## src/rtl/ifetch_queue_pkg.sv

```systemverilog
`default_nettype none
// +----------------------------------------------------------------------+
// | Module  : ifetch_queue_pkg                                           |
// | Brief   : Shared constants and types for the instruction fetch queue |
// | Revision: 1.0                                                        |
// +----------------------------------------------------------------------+
package ifetch_queue_pkg;

  localparam logic [1:0]  IFQ_IDLE     = 2'd0;
  localparam logic [1:0]  IFQ_WAIT     = 2'd1;
  localparam logic [1:0]  IFQ_DROP     = 2'd2;

  localparam logic [2:0]  KSEG1_REGION = 3'b101;
  localparam logic [31:0] IFQ_RESET_PC = 32'hBFC0_0000;

  typedef struct packed {
    logic [31:0] pc;
    logic [31:0] inst;
  } ifq_entry_t;

  function automatic logic is_kseg1(input logic [31:0] addr);
    return addr[31:29] == KSEG1_REGION;
  endfunction

endpackage
`default_nettype wire

```

## src/rtl/ifetch_queue_fifo.sv

```systemverilog
`default_nettype none
// +----------------------------------------------------------------------+
// | Module  : ifq_fifo_2w2r                                              |
// | Brief   : Circular queue with two write and two read ports           |
// | Revision: 1.0                                                        |
// +----------------------------------------------------------------------+
module ifq_fifo_2w2r #(
  parameter int DEPTH = 8,
  parameter int WIDTH = 64
) (
  input  logic                     clk,
  input  logic                     resetn,
  input  logic [1:0]               push_n,
  input  logic [1:0]               pop_n,
  input  logic                     flush,
  input  logic [WIDTH-1:0]         wdata_1,
  input  logic [WIDTH-1:0]         wdata_2,
  output logic [$clog2(DEPTH):0]   count,
  output logic [WIDTH-1:0]         rdata_1,
  output logic [WIDTH-1:0]         rdata_2
);

  localparam int PW = $clog2(DEPTH);
  localparam int CW = PW + 1;

  logic [WIDTH-1:0] r_mem [DEPTH];
  logic [PW-1:0]    r_wr_ptr;
  logic [PW-1:0]    r_rd_ptr;
  logic [CW-1:0]    r_count;
  logic [PW-1:0]    w_wr_ptr_1;
  logic [PW-1:0]    w_rd_ptr_1;

  assign w_wr_ptr_1 = r_wr_ptr + PW'(1);
  assign w_rd_ptr_1 = r_rd_ptr + PW'(1);

  // Flush outranks any same-cycle push or pop.
  always_ff @(posedge clk) begin
    if (!resetn || flush) begin
      r_wr_ptr <= '0;
      r_rd_ptr <= '0;
      r_count  <= '0;
    end else begin
      r_wr_ptr <= r_wr_ptr + PW'(push_n);
      r_rd_ptr <= r_rd_ptr + PW'(pop_n);
      r_count  <= r_count + CW'(push_n) - CW'(pop_n);
    end
  end

  always_ff @(posedge clk) begin
    if (resetn && !flush) begin
      if (push_n != 2'd0) r_mem[r_wr_ptr]   <= wdata_1;
      if (push_n == 2'd2) r_mem[w_wr_ptr_1] <= wdata_2;
    end
  end

  assign count   = r_count;
  assign rdata_1 = r_mem[r_rd_ptr];
  assign rdata_2 = r_mem[w_rd_ptr_1];

endmodule
`default_nettype wire

```

## src/rtl/ifetch_queue.sv

```systemverilog
`default_nettype none
// +----------------------------------------------------------------------+
// | Module  : ifetch_queue                                               |
// | Brief   : Fetch PC generation, ICache request port and fetch buffer  |
// | Revision: 1.0                                                        |
// +----------------------------------------------------------------------+
module ifetch_queue
  import ifetch_queue_pkg::*;
#(
  parameter int          DEPTH    = 8,
  parameter logic [31:0] RESET_PC = IFQ_RESET_PC
) (
  input  logic        clk,
  input  logic        resetn,
  input  logic        redirect_vld,
  input  logic [31:0] redirect_pc,
  output logic [31:0] ic_addr,
  output logic [1:0]  ic_en,
  output logic        ic_cached,
  input  logic        ic_stall,
  input  logic        ic_ready_1,
  input  logic        ic_ready_2,
  input  logic [31:0] ic_rdata_1,
  input  logic [31:0] ic_rdata_2,
  input  logic [1:0]  dec_pop,
  output logic        out_vld_1,
  output logic        out_vld_2,
  output logic [31:0] out_inst_1,
  output logic [31:0] out_inst_2,
  output logic [31:0] out_pc_1,
  output logic [31:0] out_pc_2
);

  localparam int            CW          = $clog2(DEPTH) + 1;
  localparam logic [CW-1:0] c_issue_max = CW'(DEPTH - 2);

  logic [1:0]    r_state;
  logic [1:0]    w_state_nxt;
  logic [31:0]   r_pc;
  logic [31:0]   w_pc_nxt;
  logic [31:0]   r_pend_pc;
  logic [31:0]   w_pend_pc_nxt;
  logic [1:0]    w_push_n;
  logic [CW-1:0] w_count;
  logic [31:0]   w_redir_pc;
  logic          w_resp;
  ifq_entry_t    w_wr_1;
  ifq_entry_t    w_wr_2;
  ifq_entry_t    w_rd_1;
  ifq_entry_t    w_rd_2;
  logic          w_unused;

  assign w_redir_pc = {redirect_pc[31:2], 2'b00};
  assign w_resp     = ic_ready_1 && (r_state != IFQ_IDLE);
  // Response timing is carried entirely by ic_ready_1; stall is informational.
  assign w_unused   = ^{ic_stall, redirect_pc[1:0]};

  always_comb begin
    w_state_nxt   = r_state;
    w_pc_nxt      = r_pc;
    w_pend_pc_nxt = r_pend_pc;
    w_push_n      = 2'd0;
    case (r_state)
      IFQ_IDLE: begin
        if (redirect_vld)                w_pc_nxt    = w_redir_pc;
        else if (w_count <= c_issue_max) w_state_nxt = IFQ_WAIT;
      end
      IFQ_WAIT: begin
        if (w_resp) begin
          w_state_nxt = IFQ_IDLE;
          if (redirect_vld) begin
            w_pc_nxt = w_redir_pc;
          end else begin
            w_push_n = ic_ready_2 ? 2'd2 : 2'd1;
            w_pc_nxt = r_pc + (ic_ready_2 ? 32'd8 : 32'd4);
          end
        end else if (redirect_vld) begin
          w_pend_pc_nxt = w_redir_pc;
          w_state_nxt   = IFQ_DROP;
        end
      end
      IFQ_DROP: begin
        // The newest redirect always wins over an older pending target.
        if (w_resp) begin
          w_state_nxt = IFQ_IDLE;
          w_pc_nxt    = redirect_vld ? w_redir_pc : r_pend_pc;
        end else if (redirect_vld) begin
          w_pend_pc_nxt = w_redir_pc;
        end
      end
      default: w_state_nxt = IFQ_IDLE;
    endcase
  end

  always_ff @(posedge clk) begin
    if (!resetn) begin
      r_state   <= IFQ_IDLE;
      r_pc      <= RESET_PC;
      r_pend_pc <= RESET_PC;
    end else begin
      r_state   <= w_state_nxt;
      r_pc      <= w_pc_nxt;
      r_pend_pc <= w_pend_pc_nxt;
    end
  end

  assign ic_addr   = r_pc;
  assign ic_en     = (r_state == IFQ_IDLE) ? 2'b00 : 2'b01;
  assign ic_cached = !is_kseg1(r_pc);

  assign w_wr_1 = '{pc: r_pc,         inst: ic_rdata_1};
  assign w_wr_2 = '{pc: r_pc + 32'd4, inst: ic_rdata_2};

  ifq_fifo_2w2r #(
    .DEPTH (DEPTH),
    .WIDTH (64)
  ) u_fifo (
    .clk     (clk),
    .resetn  (resetn),
    .push_n  (w_push_n),
    .pop_n   (dec_pop),
    .flush   (redirect_vld),
    .wdata_1 (w_wr_1),
    .wdata_2 (w_wr_2),
    .count   (w_count),
    .rdata_1 (w_rd_1),
    .rdata_2 (w_rd_2)
  );

  assign out_vld_1  = (w_count != '0);
  assign out_vld_2  = (w_count > CW'(1));
  assign out_inst_1 = w_rd_1.inst;
  assign out_inst_2 = w_rd_2.inst;
  assign out_pc_1   = w_rd_1.pc;
  assign out_pc_2   = w_rd_2.pc;

endmodule
`default_nettype wire

```

## config.mk

```make
export PLATFORM = sky130hd
export DESIGN_NAME = ifetch_queue
export DESIGN_NICKNAME = d
export VERILOG_FILES = /design/src/rtl/ifetch_queue_pkg.sv /design/src/rtl/ifetch_queue_fifo.sv /design/src/rtl/ifetch_queue.sv
export SDC_FILE = /design/constraint.sdc
export NUM_CORES = 1
export LEC_CHECK = 0
export CAP_MARGIN = 40
export CORE_MARGIN = 3
export CORE_UTILIZATION = 46
export DETAILED_ROUTE_END_ITERATION = 10
export PLACE_DENSITY = 0.75
export SLEW_MARGIN = 20
export SYNTH_ARGS = -nofsm -noshare
export SYNTH_HDL_FRONTEND = slang
export SYNTH_SLANG_ARGS = --single-unit
```

## constraint.sdc

```tcl
create_clock -name clk -period 6.3 [get_ports clk]
set_input_delay 0.63 -clock clk [delete_from_list [all_inputs] [get_ports clk]]
set_output_delay 0.63 -clock clk [all_outputs]
set_load 0.02 [all_outputs]
```

---- After elaboration in Yosys (flattened, before gate mapping) ----
Memory sizes are Yosys's and may differ from the RTL's. A register that Yosys moved wholly into a read port is not among the register bits.
Cells that the tools add are included.
Widths: inputs -> output; s select.
storage, ports and cells
  bits in registers ....................... 76
  RAM bits ................................ 512
  input port bits ......................... 104
  output and inout port bits .............. 165
  logic and storage cells ................. 68
  memories kept ........................... 1
operators by class
  $add $sub $neg .......................... 8
  magnitude comparators ................... 2
  equal/unequal tests ..................... 10
  mux-type cells .......................... 25
  bitwise operators ....................... 1
  reductions and logical operators ........ 15
memories
  memory        depth  bits a word  read ports  clocked after Yosys merged registers in  write ports  RTL line                 RTL
  u_fifo.r_mem  8      64           2           1                                        2            ifetch_queue_fifo.sv:26  logic [WIDTH-1:0] r_mem [DEPTH];
operators by type and width
  cell                   number
  $mux 32                5
  $pmux 32 s3            1
  $add 32x3->32 const B  1
  $add 32x4->32          1
  $mux 2                 9
  $ne 2x2->1 const B     5
  $reduce_and 4->1       2
  $mux 1                 7
  $add 3x1->3 const B    2
  $add 3x2->3            2
  $pmux 2 s3             1
  $add 4x2->4            1
  $eq 2x2->1 const B     2
  $gt 4x1->1 const B     1
  $le 4x3->1 const B     1
  $mux 4                 1
  $reduce_bool 2->1      2
  $reduce_bool 4->1      1
  $sub 4x2->4            1
  $eq 3x3->1 const B     1
  $logic_not 1->1        3
  $mux 3                 1
  $ne 3x3->1 const B     1
  $reduce_bool 3->1      1
  7 further kinds        8

---- Logic depth before layout (Yosys ltp) ----
  depth in word-level cells ............... 8
  gate-level depth with buffers ........... 12
  depth with buffers taken out ............ 11

---- Modules after synthesis ----
Synthesis repeated with hierarchy kept, for this count alone.
unflattened totals
  cell total of the unflattened synthesis .. 2,193
  area, all modules ....................... 34,235.3 um^2
by module, submodules not included
  module         times used  cells an instance  area an instance (um^2)  sequential area each (um^2)
  ifq_fifo_2w2r  1           1,615              29,793.6                 15,574.9
  ifetch_queue   1           578                4,441.8                  1,321.3

---- Worst setup path before layout ----
No wires, ideal clock.
  path kind ............................... input to register
  from .................................... input redirect_vld
  to ...................................... memory u_fifo.r_mem[0][0] (enable)
  setup time .............................. 581 ps
  arrival ................................. 6,051 ps
  required time ........................... 5,719 ps
  slack ................................... -332 ps
  cell stages on the path ................. 5
  path buffers ............................ 2
  cells stage by stage .................... buf_4 -> nor2b_1 -> nand4b_1 -> buf_2 -> o31ai_1
RTL lines
  what                RTL line                 RTL
  start: declaration  ifetch_queue.sv:15       input logic redirect_vld,
  end: declaration    ifetch_queue_fifo.sv:26

---- Worst setup path after layout ----
  from .................................... register u_fifo.r_rd_ptr[0]
  to ...................................... output out_pc_2[21]
on the way
  word-level cells in the longest chain between the ends .. 2
ends and longest elaborated chain
  what                      RTL line                 RTL
  start: declaration        ifetch_queue_fifo.sv:28  logic [PW-1:0] r_rd_ptr;
  start signal: assignment  ifetch_queue_fifo.sv:44  r_rd_ptr <= r_rd_ptr + PW'(pop_n);
  $add 3x1->3               ifetch_queue_fifo.sv:34  assign w_rd_ptr_1 = r_rd_ptr + PW'(1);
  $mem_v2 8x64              --
  end: declaration          ifetch_queue.sv:31       output logic [31:0] out_pc_2
No other way between the ends.

==> results.cfg <==
[yosys]
synthCells = 3037
synth_enable_flop_cells = 512
avgSynthCellArea_um2 = 11.4
yosysTopAreaCellShare = 0.445
synth-seq-cells = 588
syn-cell-area_um2 = 34500
synth.net_count = 3164
yosys_warnings = 0
async_flop_share = 0
synth_cell_types = 71
synthTopCellsByArea = edfxtp_1, mux4_2, nand2_1
ys_seq_area_frac = 0.489
synth_ff_type = edfxtp_1
yosysTopAreaCell = edfxtp_1

[worst_setup_path]
cp-end-kind = primary output
cp_num_buf_inv = 3
worstSetupPathType = flop to primary output
worstPathRequired_ps = 5670
max_stage_delay_ps = 700
critical_path.top_delay_family = buffers and inverters
crit_path_start_kind = flop
path_cells = buf_16, buf_12, mux4_2, mux2_2, clkdlybuf4s50_1
crit_fanout = 121
cp.arrival_ps = 3720
slowest_stage = clkdlybuf4s50_1

[floorplan]
die_h_um = 280
row_count = 99
start_util = 0.469
coreArea_um2 = 73700
die_x_um = 280
io_pins = 269
fp.dieArea_um2 = 78400

[power]
powerDensity_nw_per_um2 = 262
pwr-share-comb = 0.212
pwr-share-seq = 0.453
p_int_uw = 7450
p_clk_frac = 0.335
switching_share = 0.293
cellLeakagePower_uw = 0.0141
peakVddDrop_mv = 0.242
netSwitchingPower_uw = 3080

[sta]
hold_violations = 0
relSlewSlack = 0.393
worst_pin_slew_ps = 911
fmax_ghz = 0.230
rsz0062_at_grt = false
finalMaxSlewViolations = 0
skew_ps = 35.7
fin_crit_ps = 4350
setup_viol = 0
min_period_over_period = 0.691

[cells_and_area]
area_growth_pct = 16.5
fin_cells = 4165
nNetsFinal = 3279
final_util = 0.546
seq_area_um2 = 16900
nFillCells = 5963
mostFrequentLayoutCell = nand2_1
most-common-layout-cells = nand2_1, edfxtp_1, clkdlybuf4s50_1
drive_above_1_share = 0.191
multi_input_area_um2 = 16500

[worst_hold_path]
min_path_type = flop to flop

[global_routing]
grt_pass1_wl_um = 156000
grt_antenna_before_repair = 4
grt_pass1_vias = 24929
grt_util_all_layers = 0.266
gr-total-overflow = 0
grt_max_degree = 122

[place]
io_buffers = 264
gp_congestion = 0.841
hpwlAfterDp_um = 63400
placed_cells = 4038

[drt]
viasPerCell = 6.06
drt_iter0_markers = 3213
drt_first_pass_iters = 7
drc = 0
wl_per_cell_um = 25.4
ant_nets = 0
vias = 25229
wirelength_um = 106000

[clock_network]
post_cts_resized = 0
cts_tree = done
cts_setup_buffers = 0
holdBufCountCts = 0
htreeDepth = 2
numCtsBuffers = 61
clock-root-buffer = clkbuf_16
clk_latency_ps = 650
clockBufferDepth = 3
cts_num_sinks = 588
clkTransAtPathRegs_ps = 60

[status]
outcome = completed

[run]
max-cap-violations = 0
-- layout make-up --
| type | count | share of cell area |
|---|---|---|
| antenna | 1 | 0.0000622 |
| clock buffer | 73 | 0.0398 |
| clock inverter | 43 | 0.00780 |
| inverter | 22 | 0.00205 |
| multi-input combinational | 2124 | 0.409 |
| sequential | 588 | 0.420 |
| tap | 959 | 0.0298 |
| timing repair buffer | 355 | 0.0914 |
-- per-layer routing --
| metal | wire length [µm] | GRT usage |
|---|---|---|
| met3 | 11300 | 0.0488 |
| met2 | 50600 | 0.435 |
| met4 | 3460 | 0.0931 |
| met5 | 7 | 0 |
| met1 | 40200 | 0.361 |
-- Yosys cell counts (all sizes together) (3+ instances only) --
master,count
fa,5
and3,7
dfxtp,76
and2,10
o211ai,6
edfxtp,512
a31oi,9
a22o,18
nor2,172
mux4,256
xor2,148
a222oi,4
nor3,28
nand2,961
o31ai,4
or3,13
inv,20
nor4,11
a21oi,15
nor2b,6
clkbuf,186
buf,117
o21ai,55
o221ai,5
ha,18
a22oi,13
xnor2,106
a221oi,10
mux2,128
a21boi,25
nand4,15
nand2b,6
nand3b,4
a21o,11
and4,3
nand3,24
-- sequential cells by signal, indices dropped and copies added (netlist names) --
register         flops
u_fifo.r_mem       512
ic_addr             32
r_pend_pc           32
u_fifo.count         4
u_fifo.r_rd_ptr      3
u_fifo.r_wr_ptr      3
r_state              2
-- tightest hold or removal path, delay by kind of cell, from the launching register on --
family             cells  cell delay, ps
AOI/OAI and AO/OA      1              60
DFF                    1             310
and+or+nand+nor        1              40
-- power groups by stage --
stage	Combinational (µW)	Sequential (µW)	Clock (µW)
detailed placement	2090	4920	0
finish	2230	4770	3530
global placement	2000	4940	0
floorplan	1550	4690	0
global route	2410	4790	3690
CTS	2100	4840	3560
-- metrics by stage --
stage | setup TNS [ps] | setup WS [ps] | hold WS [ps] | cell area (µm²) | power, µW
floorplan | -28840 | -114 | 441 | 34600 | 6240
global placement | 0 | 1930 | 449 | 37800 | 6940
detailed placement | 0 | 2120 | 456 | 38200 | 7010
CTS | 0 | 1670 | 465 | 40100 | 10500
global route | 0 | 1770 | 475 | 40300 | 10900
finish | 0 | 1950 | 461 | 40300 | 10500
-- worst paths after layout --
path	slack, ps	start	cells after the start	end
worst max-delay path	1950	u_fifo.r_rd_ptr[0]	5	out_pc_2[21]
worst min-delay path	460	r_pend_pc[7]	2	r_pend_pc[7]
worst max register to register	2720	r_state[0]	9	u_fifo.r_mem[7][30]
worst min register to register	460	r_pend_pc[7]	2	r_pend_pc[7]
-- kinds of logic (layout without fill, tap and decap cells) --
| logic type | Yosys count | count (layout) | share of synthesized area |
|---|---|---|---|
| and+or+nand+nor | 1268 | 1268 | 0.149 |
| muxes | 386 | 386 | 0.209 |
| other | 1 | 2 | 0.000109 |
| DFF | 588 | 588 | 0.489 |
| xor gates and xnor gates | 254 | 254 | 0.0646 |
| AOI/OAI and AO/OA | 192 | 192 | 0.0385 |
| adders and majority gates | 23 | 23 | 0.00942 |
| buffers and inverters | 325 | 493 | 0.0397 |
No activity file was read; power rests on OpenSTA's default activity.
